==> src/rtl/fraction_reduce.sv <==
// fraction_reduce: reduces in0/in1 by their GCD in2 using two lockstep restoring dividers.
// Define FRACTION_REDUCE_REM_CHECK_EN to flag results whose remainders are nonzero.
module fraction_reduce #(
   parameter int unsigned WIDTH = 8
) (
   input  logic             clk,
   input  logic             rst,
   input  logic             in_valid,
   output logic             in_ready,
   input  logic [WIDTH-1:0] in0,
   input  logic [WIDTH-1:0] in1,
   input  logic [WIDTH-1:0] in2,
   output logic             out_valid,
   input  logic             out_ready,
   output logic [WIDTH-1:0] out0,
   output logic [WIDTH-1:0] out1,
   output logic             out_err
);
   localparam int unsigned CntW = (WIDTH > 2) ? $clog2(WIDTH) : 1;
   localparam logic [CntW-1:0] LastCnt = CntW'(WIDTH - 2);

   typedef enum logic [1:0] {StIdle, StDiv, StDone} state_e;

   state_e           state_q, state_d;
   logic [CntW-1:0]  cnt_q, cnt_d;
   logic [WIDTH-1:0] div_q, div_d;
   logic [WIDTH-1:0] dvd0_q, dvd0_d, dvd1_q, dvd1_d;
   logic [WIDTH-1:0] rem0_q, rem0_d, rem1_q, rem1_d;
   logic [WIDTH-1:0] out0_q, out0_d, out1_q, out1_d;
   logic             err_q, err_d;
   logic             accept;
   logic [WIDTH-1:0] s_div, s_dvd0, s_dvd1, s_rem0, s_rem1;
   logic [WIDTH-1:0] n_dvd0, n_dvd1, n_rem0, n_rem1;

   // One restoring step: the (WIDTH+1)-bit trial remainder takes the dividend MSB, the
   // divisor is subtracted if it fits, and the quotient bit fills the freed dividend LSB.
   function automatic logic [2*WIDTH-1:0] div_step(input logic [WIDTH-1:0] rem,
                                                   input logic [WIDTH-1:0] dvd,
                                                   input logic [WIDTH-1:0] div);
      logic [WIDTH:0] trial;
      logic           fit;
      trial = {rem, dvd[WIDTH-1]};
      fit   = (trial >= {1'b0, div});
      return {fit ? (trial[WIDTH-1:0] - div) : trial[WIDTH-1:0], dvd[WIDTH-2:0], fit};
   endfunction

   // The accept edge performs the first iteration straight from the input ports.
   always_comb begin
      if (state_q == StDiv) begin
         s_rem0 = rem0_q;
         s_rem1 = rem1_q;
         s_dvd0 = dvd0_q;
         s_dvd1 = dvd1_q;
         s_div  = div_q;
      end else begin
         s_rem0 = '0;
         s_rem1 = '0;
         s_dvd0 = in0;
         s_dvd1 = in1;
         s_div  = in2;
      end
      {n_rem0, n_dvd0} = div_step(s_rem0, s_dvd0, s_div);
      {n_rem1, n_dvd1} = div_step(s_rem1, s_dvd1, s_div);
   end

   always_ff @(posedge clk) begin
      if (rst) begin
         state_q <= StIdle;
         cnt_q   <= '0;
         div_q   <= '0;
         dvd0_q  <= '0;
         dvd1_q  <= '0;
         rem0_q  <= '0;
         rem1_q  <= '0;
         out0_q  <= '0;
         out1_q  <= '0;
         err_q   <= 1'b0;
      end else begin
         state_q <= state_d;
         cnt_q   <= cnt_d;
         div_q   <= div_d;
         dvd0_q  <= dvd0_d;
         dvd1_q  <= dvd1_d;
         rem0_q  <= rem0_d;
         rem1_q  <= rem1_d;
         out0_q  <= out0_d;
         out1_q  <= out1_d;
         err_q   <= err_d;
      end
   end

   always_comb begin
      state_d = state_q;
      cnt_d   = cnt_q;
      div_d   = div_q;
      dvd0_d  = dvd0_q;
      dvd1_d  = dvd1_q;
      rem0_d  = rem0_q;
      rem1_d  = rem1_q;
      out0_d  = out0_q;
      out1_d  = out1_q;
      err_d   = err_q;
      if (accept) begin
         cnt_d = '0;
         div_d = in2;
         if (in2 == '0) begin
            state_d = StDone;
            out0_d  = '0;
            out1_d  = '0;
            err_d   = 1'b1;
         end else begin
            state_d = StDiv;
            rem0_d  = n_rem0;
            rem1_d  = n_rem1;
            dvd0_d  = n_dvd0;
            dvd1_d  = n_dvd1;
         end
      end else begin
         case (state_q)
            StDiv: begin
               rem0_d = n_rem0;
               rem1_d = n_rem1;
               dvd0_d = n_dvd0;
               dvd1_d = n_dvd1;
               if (cnt_q == LastCnt) begin
                  state_d = StDone;
                  out0_d  = n_dvd0;
                  out1_d  = n_dvd1;
`ifdef FRACTION_REDUCE_REM_CHECK_EN
                  err_d   = (n_rem0 != '0) || (n_rem1 != '0);
`else
                  err_d   = 1'b0;
`endif
               end else begin
                  cnt_d = cnt_q + 1'b1;
               end
            end
            StDone: begin
               if (out_ready) state_d = StIdle;
            end
            default: ;
         endcase
      end
   end

   always_comb begin
      in_ready  = (state_q == StIdle) || ((state_q == StDone) && out_ready);
      out_valid = (state_q == StDone);
   end

   assign accept  = in_valid & in_ready;
   assign out0    = out0_q;
   assign out1    = out1_q;
   assign out_err = err_q;

endmodule

==> config.mk <==
export PLATFORM = sky130hd
export DESIGN_NAME = fraction_reduce
export DESIGN_NICKNAME = d
export VERILOG_FILES = /design/src/rtl/fraction_reduce.sv
export SDC_FILE = /design/constraint.sdc
export NUM_CORES = 1
export LEC_CHECK = 0
export ABC_AREA = 1
export CAP_MARGIN = 20
export CORE_MARGIN = 2
export CORE_UTILIZATION = 51
export CTS_CLUSTER_SIZE = 16
export DETAILED_ROUTE_END_ITERATION = 12
export PLACE_DENSITY = 0.77
export SYNTH_ARGS = -nofsm -noshare
export SYNTH_HDL_FRONTEND = slang
export SYNTH_SLANG_ARGS = --single-unit
==> constraint.sdc <==
create_clock -name clk -period 2.7 [get_ports clk]
set_clock_uncertainty 0.2 [all_clocks]
set_input_delay 0.405 -clock clk [delete_from_list [all_inputs] [get_ports clk]]
set_output_delay 0.405 -clock clk [all_outputs]
set_load 0.02 [all_outputs]
==> reports/results.tsv <==
stage	metric	value	unit
synth	synthesis.area	4000	µm²
synth	synthArstFlopShare	0	%
route	avgViaCountPerCell	5.11	
run_status	status	finished clean	
die	dieArea	8560	µm²
setup_path	cpMaxStageDelayCell	dfxtp_1	
route	drt_iter0_markers	199	
timing	tns	0	ns
timing	tightest_slew	0.546	ns
power_and_ir_drop	p_per_area	541	nW/µm²
worst_hold_path	hold_path_class	flop to flop	
global_routing	overflow	0	
cts	tritoncts	yes	
setup_path	required	2.74	ns
finish	fin_util	64.6	%
synth	postSynthCellCount	568	
timing	setup_violations	0	
global_routing	grt_max_degree	48	
cts	path_clk_slew	0.08	ns
placed_design	port_buffers	46	
cts	cts.sinks	62	
cts	htree_levels	3	
finish	syn_to_final_growth	23.7	%
setup_path	cp_num_buf_inv	6	
synth	synth_nets	608	
synth	synth-edff-count	0	
die	rows	32	
placed_design	dpl.cell_count	723	
setup_path	crit_path_max_fanout	17	
cts	clockBufferDepth	2	
finish	diodes	0	
die	die_w	92.5	µm
synth	ys_ff_latch	62	
route	avgRoutedWirePerCell	14.1	µm
timing	fin_crit	2.54	ns
die	die_h	92.5	µm
cts	clk_latency	0.34	ns
setup_path	crit_top_cell	nand2_1	
placed_design	place.gp.congestion	0.919	
power_and_ir_drop	peakVddDrop	377	µV
global_routing	grt.total_usage	25.8	%
placed_design	detailed_place_hpwl	7700	µm
setup_path	worstPathCellList	inv_4 > nand2_8 > mux2i_1 > buf_4 > ha_1 > inv_1 > o21bai_1 > a21oi_1 > nand2_1 > inv_2 > nand2_4 > inv_4 > nand2_1 > nand2_1 > nand2_1 > nand2_1 > inv_1	
job	drv_cap	0	
global_routing	antenna_found_initial	0	
timing	slew_viol_final	0	
synth	yosysTopAreaCell	dfxtp_1	
route	drt-pass1-iter-count	6	
finish	post_route_cells_drive_above_1_share	21.2	%
cts	cts_root_buffer	clkbuf_8	
synth	yosys_warnings	0	
global_routing	grt_pass1_vias	3782	
synth	synth_area_leaders	dfxtp_1, nand2_1, inv_1, nor2_1, a21oi_1	
power_and_ir_drop	p_leak	2.30	nW
finish	fin_nets	678	
synth	synth_cell_types	40	
route	drc	0	
cts	cts_made_buffers	9	
route	num_vias	3810	
die	start_util	52.2	%
setup_path	crit_family	simple AND/OR/NAND/NOR gates	
timing	fmax	394	MHz
finish	final_cells	745	
setup_path	critPathKind	flop to flop	
route	ant_nets	0	
synth	synth.most_common_cell	nand2_1	
route	routed_wl	10500	µm
timing	worst_slack	0.163	ns
timing	hold_violations	0	
placed_design	preCtsSetupSlack	-0.0407	ns
die	design.core.area	7650	µm²
setup_path	critPathMaxStageDelay	0.40	ns
synth	synth_top_area_share	31.1	%
timing	relSlewSlack	63.6	%
synth	syn_area_per_cell	7.03	µm²
global_routing	grt_first_pass_wirelength	17500	µm
synth	synth-seq-area-share	31.1	%
setup_path	end_kind	flop	
setup_path	start_kind	flop	
timing	finalCritPeriodShare	94.0	%
die	ios	47	
setup_path	arrival	2.58	ns
synth	synth_ff_type	dfxtp_1	
synth	ys_top_cells_by_count	nand2_1, inv_1, dfxtp_1	
-- cell families (layout without fill, tap and decap cells) --
group | Yosys count | after routing | share of synthesized area, %
simple gates | 295 | 295 | 37.6
buf+inv | 95 | 170 | 10.9
compound gates | 85 | 85 | 12.2
flops | 62 | 62 | 31.1
fa+ha+maj | 12 | 12 | 3.76
mux | 10 | 10 | 2.51
xor+xnor | 9 | 9 | 1.97
-- power by group --
group	switching [mW]	internal (mW)	leakage, nW
sequential	0.0428	0.978	0.509
clock	0.395	0.551	0.110
combinational	0.422	0.286	1.68
-- per-layer routing --
metal  global-route usage (%)  vias to the layer above  wire [µm]
met3                     5.29                       26        600
li1                         -                     1957          -
met4                     11.6                        0        342
met2                     42.5                      116       4840
met1                     32.6                     1711       4700
met5                        0                        -          0
-- flip-flops by register name, summed over array words and instances, names as in the netlist --
| signal | flops |
|---|---|
| rem0_q | 8 |
| dvd0_q | 8 |
| out_err | 1 |
| out1 | 8 |
| dvd1_q | 8 |
| state_q | 2 |
| out0 | 8 |
| div_q | 8 |
| cnt_q | 3 |
| rem1_q | 8 |
-- worst paths after layout --
path                                               from                     end  slack, ns  cells past startpoint
worst max-delay path            state_q[1]$_SDFFE_PP0P_  rem0_q[4]$_SDFFE_PP0P_       0.16                     17
worst min-delay path               out0[1]$_SDFFE_PP0P_    out0[1]$_SDFFE_PP0P_       0.26                      2
worst max register to register  state_q[1]$_SDFFE_PP0P_  rem0_q[4]$_SDFFE_PP0P_       0.16                     17
worst min register to register     out0[1]$_SDFFE_PP0P_    out0[1]$_SDFFE_PP0P_       0.26                      2
-- repair_timing --
action                                 CTS  global route
setup endpoints to repair                0            16
hold buffers                             0             0
buffers inserted                         0             6
gates resized for setup                  0             9
endpoints found under the hold margin    0             0
-- layout make-up --
cell class / instances / area, µm²
clock inverter: 6 / 92.6
fill: 719 / 2710
multi-input combinational: 411 / 2330
timing repair buffer: 81 / 729
sequential: 62 / 1240
tap: 102 / 128
inverter: 73 / 279
clock buffer: 10 / 138
-- placed cells by master, fill, tap and decap left out, drive strengths merged, types with 4 or more instances in the layout --
| cell type | instances |
|---|---|
| ha | 12 |
| buf | 36 |
| or2 | 24 |
| dfxtp | 62 |
| nand2 | 141 |
| mux2i | 10 |
| o21ai | 23 |
| clkdlybuf4s50 | 45 |
| nand4 | 4 |
| inv | 75 |
| xor2 | 7 |
| clkbuf | 10 |
| a211oi | 14 |
| a21oi | 43 |
| nand3 | 48 |
| nor2 | 70 |
-- stage by stage --
stage / power [mW] / area [µm²] / hold WS (ns)
after floorplan: 1.52 / 4000 / 0.225
after global placement: 1.71 / 4640 / 0.250
after detailed placement: 1.72 / 4640 / 0.258
after CTS: 2.66 / 4870 / 0.269
after global routing: 2.81 / 4940 / 0.284
final: 2.67 / 4940 / 0.264
-- worst register-to-register path, stage by stage (launching register included) --
cell and delay, ns:
dfxtp_1 0.40, inv_4 0.07, nand2_8 0.14, mux2i_1 0.20, buf_4 0.16, ha_1 0.24, inv_1 0.12, o21bai_1 0.12
a21oi_1 0.14, nand2_1 0.08, inv_2 0.07, nand2_4 0.10, inv_4 0.11, nand2_1 0.08, nand2_1 0.06, nand2_1 0.05
nand2_1 0.07, inv_1 0.03
Note: power is estimated with default switching activity, not from simulation.
